===== config.mk =====
export PLATFORM = sky130hd
export DESIGN_NAME = tpu_regfile_sb_flat
export DESIGN_NICKNAME = d
export VERILOG_FILES = /design/src/rtl/tpu_regfile_sb_pkg.sv /design/src/rtl/tpu_regfile_sb_if.sv /design/src/rtl/tpu_regfile_sb_scoreboard.sv /design/src/rtl/tpu_regfile_sb.sv /design/src/flat_wrapper.sv
export SDC_FILE = /design/constraint.sdc
export NUM_CORES = 1
export LEC_CHECK = 0
export CAP_MARGIN = 10
export CORE_ASPECT_RATIO = 1.4
export CORE_MARGIN = 2
export CORE_UTILIZATION = 43
export CTS_BUF_LIST = sky130_fd_sc_hd__clkbuf_8 sky130_fd_sc_hd__clkbuf_16
export DETAILED_ROUTE_END_ITERATION = 10
export GPL_TIMING_DRIVEN = 0
export MAX_ROUTING_LAYER = met4
export PLACE_DENSITY = 0.86
export SLEW_MARGIN = 20
export SYNTH_ARGS = -nofsm -noshare
export SYNTH_HDL_FRONTEND = slang
export SYNTH_SLANG_ARGS = --single-unit

===== constraint.sdc =====
create_clock -name CLK -period 2.7 [get_ports CLK]
set_clock_uncertainty 0.05 [all_clocks]
set_input_delay 0.675 -clock CLK [delete_from_list [all_inputs] [get_ports CLK]]
set_output_delay 0.675 -clock CLK [all_outputs]
set_load 0.03 [all_outputs]

===== src/rtl/tpu_regfile_sb_pkg.sv =====
// Shared sizing defaults for the tpu_regfile_sb register file and scoreboard.
// Optional build macro: WRITE_BYPASS_EN (same-cycle write-to-read forwarding).
package tpu_regfile_pkg;
   localparam int DATA_W_DEF = 4;
   localparam int ADDR_W_DEF = 2;

   function automatic int nreg(input int addr_w);
      return 1 << addr_w;
   endfunction
endpackage


===== src/rtl/tpu_regfile_sb_if.sv =====
// Decode/write-back facing bus of the register file; master is the core side.
interface tpu_regfile_sb_if
   import tpu_regfile_pkg::*;
#(
   parameter int DATA_W = DATA_W_DEF,
   parameter int ADDR_W = ADDR_W_DEF
);
   localparam int NREG = nreg(ADDR_W);

   logic [ADDR_W-1:0] RD_A_SEL;
   logic [DATA_W-1:0] RD_A_DATA;
   logic [ADDR_W-1:0] RD_B_SEL;
   logic [DATA_W-1:0] RD_B_DATA;
   logic              WR_EN;
   logic [ADDR_W-1:0] WR_SEL;
   logic [DATA_W-1:0] WR_DATA;
   logic              RSV_EN;
   logic [ADDR_W-1:0] RSV_SEL;
   logic              RSV_READY;
   logic              HAZARD_A;
   logic              HAZARD_B;
   logic [NREG-1:0]   BUSY;
   logic [ADDR_W:0]   PEND_CNT;

   modport master (
      output RD_A_SEL, RD_B_SEL, WR_EN, WR_SEL, WR_DATA, RSV_EN, RSV_SEL,
      input  RD_A_DATA, RD_B_DATA, RSV_READY, HAZARD_A, HAZARD_B, BUSY, PEND_CNT
   );

   modport slave (
      input  RD_A_SEL, RD_B_SEL, WR_EN, WR_SEL, WR_DATA, RSV_EN, RSV_SEL,
      output RD_A_DATA, RD_B_DATA, RSV_READY, HAZARD_A, HAZARD_B, BUSY, PEND_CNT
   );
endinterface


===== src/rtl/tpu_regfile_sb_scoreboard.sv =====
// Busy scoreboard: tracks reserved destinations, their count, and read hazards.
module tpu_scoreboard
   import tpu_regfile_pkg::*;
#(
   parameter int ADDR_W = ADDR_W_DEF,
   localparam int NREG  = nreg(ADDR_W)
) (
   input  logic              CLK,
   input  logic              RESET,
   input  logic [ADDR_W-1:0] rd_a_sel,
   input  logic [ADDR_W-1:0] rd_b_sel,
   input  logic              wr_en,
   input  logic [ADDR_W-1:0] wr_sel,
   input  logic              rsv_en,
   input  logic [ADDR_W-1:0] rsv_sel,
   output logic              rsv_ready,
   output logic              haz_a,
   output logic              haz_b,
   output logic [NREG-1:0]   busy,
   output logic [ADDR_W:0]   pend_cnt
);
   localparam int CW = ADDR_W + 1;

   logic [NREG-1:0] busy_nxt;
   logic [CW-1:0]   cnt_nxt;
   logic            inc, dec;

   // A same-cycle write-back frees the slot, so a busy target can be re-reserved.
   assign rsv_ready = !RESET && rsv_en && (!busy[rsv_sel] || (wr_en && (wr_sel == rsv_sel)));
   assign haz_a     = busy[rd_a_sel];
   assign haz_b     = busy[rd_b_sel];

   always_comb begin
      busy_nxt = busy;
      if (wr_en)     busy_nxt[wr_sel]  = 1'b0;
      if (rsv_ready) busy_nxt[rsv_sel] = 1'b1;
      inc     = rsv_ready && !busy[rsv_sel];
      dec     = wr_en && busy[wr_sel] && !(rsv_ready && (rsv_sel == wr_sel));
      cnt_nxt = pend_cnt + CW'(inc) - CW'(dec);
   end

   always_ff @(posedge CLK) begin
      if (RESET) begin
         busy     <= '0;
         pend_cnt <= '0;
      end else begin
         busy     <= busy_nxt;
         pend_cnt <= cnt_nxt;
      end
   end
endmodule


===== src/rtl/tpu_regfile_sb.sv =====
// Register file, 1W/2R, with busy scoreboard for multi-cycle producers.
// Optional build macro: WRITE_BYPASS_EN forwards WR_DATA to matching reads.
module tpu_regfile_sb
   import tpu_regfile_pkg::*;
#(
   parameter int DATA_W = DATA_W_DEF,
   parameter int ADDR_W = ADDR_W_DEF
) (
   input logic             CLK,
   input logic             RESET,
   tpu_regfile_sb_if.slave bus
);
   localparam int NREG = nreg(ADDR_W);

   logic [NREG-1:0][DATA_W-1:0] regs;
   logic                        haz_a, haz_b;
   logic                        byp_a, byp_b;

   always_ff @(posedge CLK) begin
      if (RESET)          regs              <= '0;
      else if (bus.WR_EN) regs[bus.WR_SEL]  <= bus.WR_DATA;
   end

`ifdef WRITE_BYPASS_EN
   assign byp_a = !RESET && bus.WR_EN && (bus.WR_SEL == bus.RD_A_SEL);
   assign byp_b = !RESET && bus.WR_EN && (bus.WR_SEL == bus.RD_B_SEL);
`else
   assign byp_a = 1'b0;
   assign byp_b = 1'b0;
`endif

   assign bus.RD_A_DATA = byp_a ? bus.WR_DATA : regs[bus.RD_A_SEL];
   assign bus.RD_B_DATA = byp_b ? bus.WR_DATA : regs[bus.RD_B_SEL];
   // A forwarded value is the one the hazard was waiting on.
   assign bus.HAZARD_A  = haz_a && !byp_a;
   assign bus.HAZARD_B  = haz_b && !byp_b;

   tpu_scoreboard #(.ADDR_W(ADDR_W)) u_sb (
      .CLK       (CLK),
      .RESET     (RESET),
      .rd_a_sel  (bus.RD_A_SEL),
      .rd_b_sel  (bus.RD_B_SEL),
      .wr_en     (bus.WR_EN),
      .wr_sel    (bus.WR_SEL),
      .rsv_en    (bus.RSV_EN),
      .rsv_sel   (bus.RSV_SEL),
      .rsv_ready (bus.RSV_READY),
      .haz_a     (haz_a),
      .haz_b     (haz_b),
      .busy      (bus.BUSY),
      .pend_cnt  (bus.PEND_CNT)
   );
endmodule


===== src/flat_wrapper.sv =====
// flat-port wrapper written by rule: the top's interface ports become plain ports
module tpu_regfile_sb_flat import tpu_regfile_pkg::*;
#(
   parameter int DATA_W = DATA_W_DEF,
   parameter int ADDR_W = ADDR_W_DEF
)
  (CLK, RESET, bus_RD_A_SEL, bus_RD_B_SEL, bus_WR_EN, bus_WR_SEL, bus_WR_DATA, bus_RSV_EN, bus_RSV_SEL, bus_RD_A_DATA, bus_RD_B_DATA, bus_RSV_READY, bus_HAZARD_A, bus_HAZARD_B, bus_BUSY, bus_PEND_CNT);
  tpu_regfile_sb_if #(.DATA_W(DATA_W), .ADDR_W(ADDR_W)) bus_i ();
  input logic CLK;
  input logic RESET;
  input wire logic [$bits(bus_i.RD_A_SEL)-1:0] bus_RD_A_SEL;
  input wire logic [$bits(bus_i.RD_B_SEL)-1:0] bus_RD_B_SEL;
  input wire logic [$bits(bus_i.WR_EN)-1:0] bus_WR_EN;
  input wire logic [$bits(bus_i.WR_SEL)-1:0] bus_WR_SEL;
  input wire logic [$bits(bus_i.WR_DATA)-1:0] bus_WR_DATA;
  input wire logic [$bits(bus_i.RSV_EN)-1:0] bus_RSV_EN;
  input wire logic [$bits(bus_i.RSV_SEL)-1:0] bus_RSV_SEL;
  output wire logic [$bits(bus_i.RD_A_DATA)-1:0] bus_RD_A_DATA;
  output wire logic [$bits(bus_i.RD_B_DATA)-1:0] bus_RD_B_DATA;
  output wire logic [$bits(bus_i.RSV_READY)-1:0] bus_RSV_READY;
  output wire logic [$bits(bus_i.HAZARD_A)-1:0] bus_HAZARD_A;
  output wire logic [$bits(bus_i.HAZARD_B)-1:0] bus_HAZARD_B;
  output wire logic [$bits(bus_i.BUSY)-1:0] bus_BUSY;
  output wire logic [$bits(bus_i.PEND_CNT)-1:0] bus_PEND_CNT;
  assign bus_i.RD_A_SEL = bus_RD_A_SEL;
  assign bus_i.RD_B_SEL = bus_RD_B_SEL;
  assign bus_i.WR_EN = bus_WR_EN;
  assign bus_i.WR_SEL = bus_WR_SEL;
  assign bus_i.WR_DATA = bus_WR_DATA;
  assign bus_i.RSV_EN = bus_RSV_EN;
  assign bus_i.RSV_SEL = bus_RSV_SEL;
  assign bus_RD_A_DATA = bus_i.RD_A_DATA;
  assign bus_RD_B_DATA = bus_i.RD_B_DATA;
  assign bus_RSV_READY = bus_i.RSV_READY;
  assign bus_HAZARD_A = bus_i.HAZARD_A;
  assign bus_HAZARD_B = bus_i.HAZARD_B;
  assign bus_BUSY = bus_i.BUSY;
  assign bus_PEND_CNT = bus_i.PEND_CNT;
  tpu_regfile_sb #(.DATA_W(DATA_W), .ADDR_W(ADDR_W)) u_core (.CLK(CLK), .RESET(RESET), .bus(bus_i));
endmodule

Word level (Yosys, flattened, before mapping). Cells that the tools add are included.

Add/subtract/negate cells: 2. $lt $le $gt $ge: 6. Equal/unequal tests: 2. Muxes and demuxes: 21. Bitwise gates (word level): 3. Reductions and logical operators: 13.

Operators by type and width (number): $mux W4 (5); $bmux W4 S2 (2); $bwmux W16 (1); $lt A2 B3 Y1 const B (4); $logic_and A1 B1 Y1 (9); $bmux W1 S2 (4); $demux W4 S2 (1); $mux W1 (6); $and A4 B4 Y4 (1); $demux W1 S2 (2); $eq A2 B2 Y1 (2); $ge A2 B1 Y1 const B (2); $not A4 Y4 (1); $or A4 B4 Y4 (1); $add A3 B1 Y3 (1); $logic_not A1 Y1 (3); $sub A3 B1 Y3 (1); $logic_or A1 B1 Y1 (1).

Register bits after elaboration: 23. Bits of input ports: 16. Output and inout bits: 18. Logic and storage cells: 53.

Logic depth before layout (Yosys ltp). Gate-level depths: netlist of the first run.

Word-level depth: 9. Depth in mapped cells: 11. Mapped depth without buffers: 10.

Cells and area by module. From an unflattened synthesis of the first run, not the netlist that was laid out.

Cells, all modules: 112. Area total of the unflattened synthesis: 1357.6 µm².

By module, submodules not included: tpu_regfile_sb (instances 1, cells an instance 66, area an instance 869.6 µm², seq. area each 320.3 µm²); tpu_scoreboard (instances 1, cells an instance 46, area an instance 488.0 µm², seq. area each 140.1 µm²).

Worst setup path after synthesis of the first run. OpenSTA, ideal clock, no wires.

Path type: input -> register. From: in bus_WR_SEL[0]. To: reg u_core.u_sb.pend_cnt[2]. Setup time: 128 ps. Arrival time: 2548 ps. Data required time: 2522 ps. Setup slack: -25 ps. Cell stages on the path: 11. Buffers on the path: 1. Path through: buf_6 mux4_2 nand2_1 nor2_1 ha_1 inv_1 ha_1 fa_1 xnor2_1 xnor2_1 nor2_1.

Longest elaborated chain between the ends: 8. Elaborated cells on any way between the ends: 14. Those cells by class: 2 x add/sub; 2 x eq/ne; 2 x mux; 8 x reduce/logical.

Ends and longest elaborated chain: from (decl) (line flat_wrapper.sv:14) `input wire logic [$bits(bus_i.WR_SEL)-1:0] bus_WR_SEL;`; parallel branches: the longest is 7 deep, another holds $add A3 B1 Y3; $sub A3 B1 Y3 (*) (line tpu_regfile_sb_scoreboard.sv:39) `cnt_nxt = pend_cnt + CW'(inc) - CW'(dec);`; to (signal assigned) (line tpu_regfile_sb_scoreboard.sv:48) `pend_cnt <= cnt_nxt;`; to (decl) (line tpu_regfile_sb_scoreboard.sv:20) `output logic [ADDR_W:0] pend_cnt`.

Mark *: on every way between the ends. The select of a mux whose other input is x is not followed. A chain may end at the register's enable or synchronous reset.

Worst setup path after layout of the first run.
From: in bus_RSV_EN. To: reg u_core.u_sb.pend_cnt[2].

Longest elaborated chain between the ends: 6. Elaborated cells on any way between the ends: 8. Those cells by class: 2 x add/sub; 6 x reduce/logical.

Ends and longest elaborated chain: from (decl) (line flat_wrapper.sv:16) `input wire logic [$bits(bus_i.RSV_EN)-1:0] bus_RSV_EN;`; $logic_and A1 B1 Y1 (*) (2 in a row) (line tpu_regfile_sb_scoreboard.sv:29) `assign rsv_ready = !RESET && rsv_en && (!busy[rsv_sel] || (wr_en && (wr_sel == rsv_sel)));`; parallel branches: the longest is 3 deep, another holds $add A3 B1 Y3; $sub A3 B1 Y3 (*) (line tpu_regfile_sb_scoreboard.sv:39).

Mark *: on every way between the ends.

==> results of run 1 <==
-- area by class of cell --
type | instances | area share
inverters | 6 | 0.0138
flip-flops and latches | 23 | 0.282
repair buffers | 27 | 0.148
plain buffers | 9 | 0.0375
clock inverters | 1 | 0.00306
multi-input cells | 74 | 0.463
well taps | 37 | 0.0283
clock buffers | 3 | 0.0252
-- power by group --
part	switching [uW]	internal (uW)	total [uW]
clock network	116	103	219
registers	18.9	360	379
logic	113	102	215
-- cells by family after synthesis --
kind of cell / Yosys count / share of synthesized area
compound gates: 6 / 0.0469
xor+xnor: 4 / 0.0274
fa+ha+maj: 3 / 0.0352
buf+inv: 15 / 0.0586
flops: 23 / 0.360
mux: 29 / 0.336
simple gates: 32 / 0.136
-- critical path: cells and delay by family --
kind                     cells  cell delay [ns]
buffers and inverters        3             0.34
XOR/XNOR                     2             0.30
adder cells (fa/ha/maj)      3             0.80
AND/OR/NAND/NOR              2             0.41
AO/OA/AOI/OAI                1             0.14
-- timing repair --
item / in CTS / in global routing
endpoints found under the setup margin: 13 / 2
buffers inserted: 1 / 0
pin swaps: 5 / 2
gates resized for setup: 23 / 2
-- placed cells by master (no fill, tap or decap), drive strengths merged --
cell type      instances
dfxtp                 23
o22ai                  1
or3b                   1
xor2                   2
nor2                  18
nor3b                  1
mux2                   2
nand2b                 1
a32o                   2
dlygate4sd2           13
clkinv                 1
nor4b                  1
nor2b                  4
nand3b                 4
nand3                  1
o31ai                  1
mux2i                 16
xnor2                  2
inv                    6
clkbuf                 7
ha                     2
a21oi                  1
clkdlybuf4s50         11
mux4                  11
buf                    8
fa                     1
nand2                  1
o32ai                  1
-- flip-flops by register name, summed over array words and instances (netlist names) --
register	cells
u_core.u_sb.busy	4
u_core.regs	16
u_core.u_sb.pend_cnt	3
-- Yosys cell counts --
library cell  number  area share
nor2_1            18       0.053
dfxtp_1           23        0.36
inv_1              5       0.015
nand3_1            1      0.0039
a32o_2             2       0.018
nor4b_2            1       0.012
xnor2_1            2       0.014
nand2b_1           1      0.0049
o31ai_1            1      0.0059
xor2_1             2       0.014
fa_1               1       0.016
nand3b_1           4       0.023
nor3b_2            1      0.0098
buf_6              2       0.018
ha_1               2       0.020
mux2i_1           16        0.13
mux4_2            11        0.19
clkbuf_1           4       0.012
nand2_1            1      0.0029
buf_2              3       0.012
a21oi_2            1      0.0068
o32ai_1            1      0.0068
or3b_1             1      0.0068
nor2b_1            4       0.020
mux2_2             2       0.018
o22ai_2            1      0.0098
inv_2              1      0.0029
-- path summary, 6_finish.rpt --
kind	from	to	cells past startpoint
max	bus_RSV_EN	u_core.u_sb.pend_cnt[2]	11
min	u_core.regs[15]	u_core.regs[15]	2
max reg2reg	u_core.u_sb.busy[2]	u_core.u_sb.pend_cnt[2]	10
min reg2reg	u_core.regs[15]	u_core.regs[15]	2
-- routing by layer --
layer	global-route usage	wire length, um	vias up
met5	-	0	-
met4	0.0868	58	0
met3	0.0366	175	8
met2	0.337	1500	43
met1	0.231	1230	474
li1	-	-	465
-- stage by stage --
stage / hold WS (ns) / power [uW] / area (um2) / TNS [ns] / util
floorplan: 0.423 / 527 / 1300 / 0 / -
global placement: 0.439 / 601 / 1610 / -4.60 / 0.563
detailed placement: 0.464 / 610 / 1610 / -4.86 / 0.563
CTS: 0.484 / 813 / 1640 / 0 / 0.576
global route: 0.518 / 842 / 1640 / 0 / 0.574
finish: 0.478 / 813 / 1640 / 0 / 0.574
==> impl_metrics.tcl, run 1 <==
set metrics [dict create \
    status "finished clean" \
    synth_cell_types 27 \
    totalWireLength_mm 2.96 \
    dp_cells 175 \
    setup-violations-final 0 \
    multiInputGateArea_um2 757 \
    crit_slowest_cell "or3b_1" \
    hold_buffers 0 \
    cts-buffers-inserted 3 \
    vias 990 \
    start_kind "input port" \
    period_share 0.956 \
    synth_seq_cells 23 \
    die_h_um 68.6 \
    drv_slew 0 \
    die_w_um 50.1 \
    endpoint_kind "register" \
    cp.required_ns 2.79 \
    seqCellArea_um2 460 \
    min_path_type "register to register" \
    fin_crit_ns 2.58 \
    n_antenna_cell 0 \
    cpPeakStageDelay_ns 0.36 \
    cts_tree "built" \
    worst_slack_ns 0.120 \
    grt_pass1_wl_mm 4.80 \
    grt_pass1_vias 991 \
    peakVddDrop_v 0.000405 \
    crit_path_max_fanout 3 \
    finalNetCount 163 \
    avgSynthCellArea_um2 11.4 \
    gp_congestion 0.800 \
    viasPerCell 5.50 \
    dp_hpwl_mm 2.20 \
    maxCapViolations 0 \
    syn-num-nets 131 \
    dr.pass1.iters 4 \
    synthCells 112 \
    clock_sink_count 23 \
    io_pins 34 \
    hold_viol 0 \
    power_density_nw_per_um2 497 \
    rsz0062_at_grt "false" \
    synthToLayoutAreaGrowth_pct 27.8 \
    num_rows 23 \
    r2r_slack_ns 0.32 \
    first_iter_violations 42 \
    p_leak_uw 0.000747 \
    crit_top_cell "inv_1" \
    max_freq_ghz 0.388 \
    cts_buffer_depth 2 \
    drive_gt1_frac 0.259 \
    portBuffers 26 \
    grt_overflow 0 \
    crit_type "input port to register" \
    antenna_found_initial 0 \
    fillers 241 \
    die_area_um2 3440 \
    grt_max_degree 14 \
    worstPathArrival_ns 2.67 \
    crit_chain "dlygate4sd2_1 -> or3b_1 -> o22ai_2 -> inv_1 -> ha_1 -> inv_1 -> ha_2 -> fa_2 -> xnor2_2 -> xnor2_1 -> nor2_1" \
    core_um2 2850 \
    path_clk_slew_ns 0.08 \
    start_util 0.449 \
    tightest_slew_ns 0.531 \
    slew_headroom 0.644 \
    clkLatencyLatePin_ns 0.27 \
    instances_no_fill 180 \
    synth_warnings 0 \
    netlist_area_um2 1280 \
    cts_max_level 1 \
    ant_nets 0 \
    track_usage 0.199 \
    place_ws_ns -0.707 \
    ys_seq_area_frac 0.360 \
    root_buffer "clkbuf_8" \
    drcViolationCount 0 \
    drt-wirelength-per-cell_um 16.5 \
]
Power figures use the tool's default switching activity.
==> run 2: changes to the inputs <==
- CORE_UTILIZATION: 43 -> 47
- PLACE_DENSITY: 0.86 -> 0.89
- clock period: 2.7 -> 2.61 ns (I/O delays scaled with it)
==> impl_metrics.tcl, run 2 (same netlist as run 1, synthesis figures left out) <==
set metrics [dict create \
    status "finished clean" \
    setup-violations-final 0 \
    dp_cells 174 \
    hp-start "u_core.regs[11]" \
    slew_headroom 0.661 \
    fillers 210 \
    rsz0062_at_grt "false" \
    start_kind "input port" \
    instances_no_fill 178 \
    fin_util 0.623 \
    setup_tns_ns 0 \
    vias 979 \
    fin_crit_ns 2.51 \
    hold_viol 0 \
    min_path_type "register to register" \
    holdWs_ns 0.473 \
    crit_path_end "u_core.u_sb.pend_cnt[2]" \
    largest_reg_flops 16 \
    top_regs "u_core.regs x16, u_core.u_sb.busy x4, u_core.u_sb.pend_cnt x3" \
    tightest_slew_ns 0.508 \
    totalWireLength_mm 2.89 \
    startpoint "bus_RSV_EN" \
    hold_buffers 0 \
    start_util 0.489 \
    viasPerCell 5.50 \
    layout_commonest_cell "dfxtp_1" \
    ant_nets 0 \
    grt_pass1_vias 1029 \
    worst_slack_ns 0.102 \
    r2r-end "u_core.u_sb.pend_cnt[2]" \
    die_w_um 48.1 \
    cts_max_level 1 \
    period_share 0.961 \
    die_area_um2 3160 \
    peakVddDrop_v 0.000320 \
    seqCellArea_um2 460 \
    cp.required_ns 2.70 \
    crit-reg2reg-launch "u_core.u_sb.busy[3]" \
    die_h_um 65.7 \
    endpoint_kind "register" \
    grt_overflow 0 \
    p_leak_uw 0.000744 \
    track_usage 0.220 \
    synthToLayoutAreaGrowth_pct 27.4 \
    finalNetCount 162 \
    antenna_found_initial 0 \
    layout_common_cells "23 x dfxtp_1, 18 x nor2_1, 16 x mux2i_1, 13 x dlygate4sd2_1" \
    grt_max_degree 14 \
    r2r_slack_ns 0.31 \
    cts-buffers-inserted 3 \
    gp_congestion 0.809 \
    cts_buffer_depth 2 \
    n_antenna_cell 0 \
    clkLatencyLatePin_ns 0.26 \
    num_rows 22 \
    max_freq_ghz 0.399 \
    place_ws_ns -0.741 \
    first_iter_violations 17 \
    cts_tree "built" \
    worstPathArrival_ns 2.60 \
    dp_hpwl_mm 2.25 \
    drcViolationCount 0 \
    regMostFlops "u_core.regs" \
    core_um2 2620 \
    drv_slew 0 \
    root_buffer "clkbuf_8" \
    drt-wirelength-per-cell_um 16.2 \
    maxCapViolations 0 \
    clock_sink_count 23 \
    drive_gt1_frac 0.254 \
    worst-r2r-cell-count 10 \
    portBuffers 26 \
    multiInputGateArea_um2 757 \
    grt_pass1_wl_mm 4.71 \
    io_pins 34 \
    crit_path_max_fanout 3 \
    crit_type "input port to register" \
    power_density_nw_per_um2 507 \
    post-cts-setup-buffers 0 \
    dr.pass1.iters 4 \
    path_clk_slew_ns 0.08 \
]
==> run 2: cell count changes in the layout (fill, tap and decap cells not counted), sizes merged <==
cell,delta
buf,-1
==> run 2: what timing repair did <==
action / in CTS / in global routing
setup endpoints to repair: 13 / 1
pin swaps: 5 / 1
resized for setup: 24 / 0
==> run 2: worst min path at each step <==
stage / endpoint / slack, ns / depth (start not counted)
2_1_floorplan: u_core.regs[0] / 0.42 / 2
3_3_place_gp: u_core.regs[3] / 0.44 / 2
3_5_place_dp: u_core.u_sb.pend_cnt[2] / 0.46 / 2
4_1_cts: u_core.regs[11] / 0.48 / 2
5_1_grt: u_core.regs[0] / 0.51 / 2
6_report: u_core.regs[11] / 0.47 / 2
==> run 2: report_power, final <==
group / internal (uW) / switching (uW)
combinational: 105 / 117
clock: 106 / 109
sequential: 372 / 18.3
total: 583 / 244
==> run 2: metrics by stage <==
step                      area [um2]  power, uW
after CTS                       1630        834
after floorplan                 1300        546
after detailed placement        1610        631
final                           1630        827
after global routing            1630        867
after global placement          1610        623
==> run 2: layout make-up <==
cell class,count,area share
Multi-Input combinational cell,74,0.464
Sequential cell,23,0.282
Timing Repair Buffer,26,0.144
Buffer,9,0.0399
Tap cell,36,0.0276
Clock buffer,3,0.0253
Inverter,6,0.0138
Clock inverter,1,0.00307
==> run 2: critical path, cell delays in order <==
cell,delay [ns]
dlygate4sd2_1,0.22
or3b_1,0.37
o22ai_2,0.14
inv_1,0.06
ha_1,0.27
inv_1,0.04
ha_2,0.16
fa_2,0.35
xnor2_2,0.14
xnor2_1,0.15
nor2_1,0.05
==> run 2: metal layers <==
| layer | global-route usage | part of all wire |
|---|---|---|
| met5 | - | 0 |
| met1 | 0.240 | 0.36 |
| met4 | 0.118 | 0.038 |
| met2 | 0.363 | 0.55 |
| met3 | 0.0357 | 0.045 |
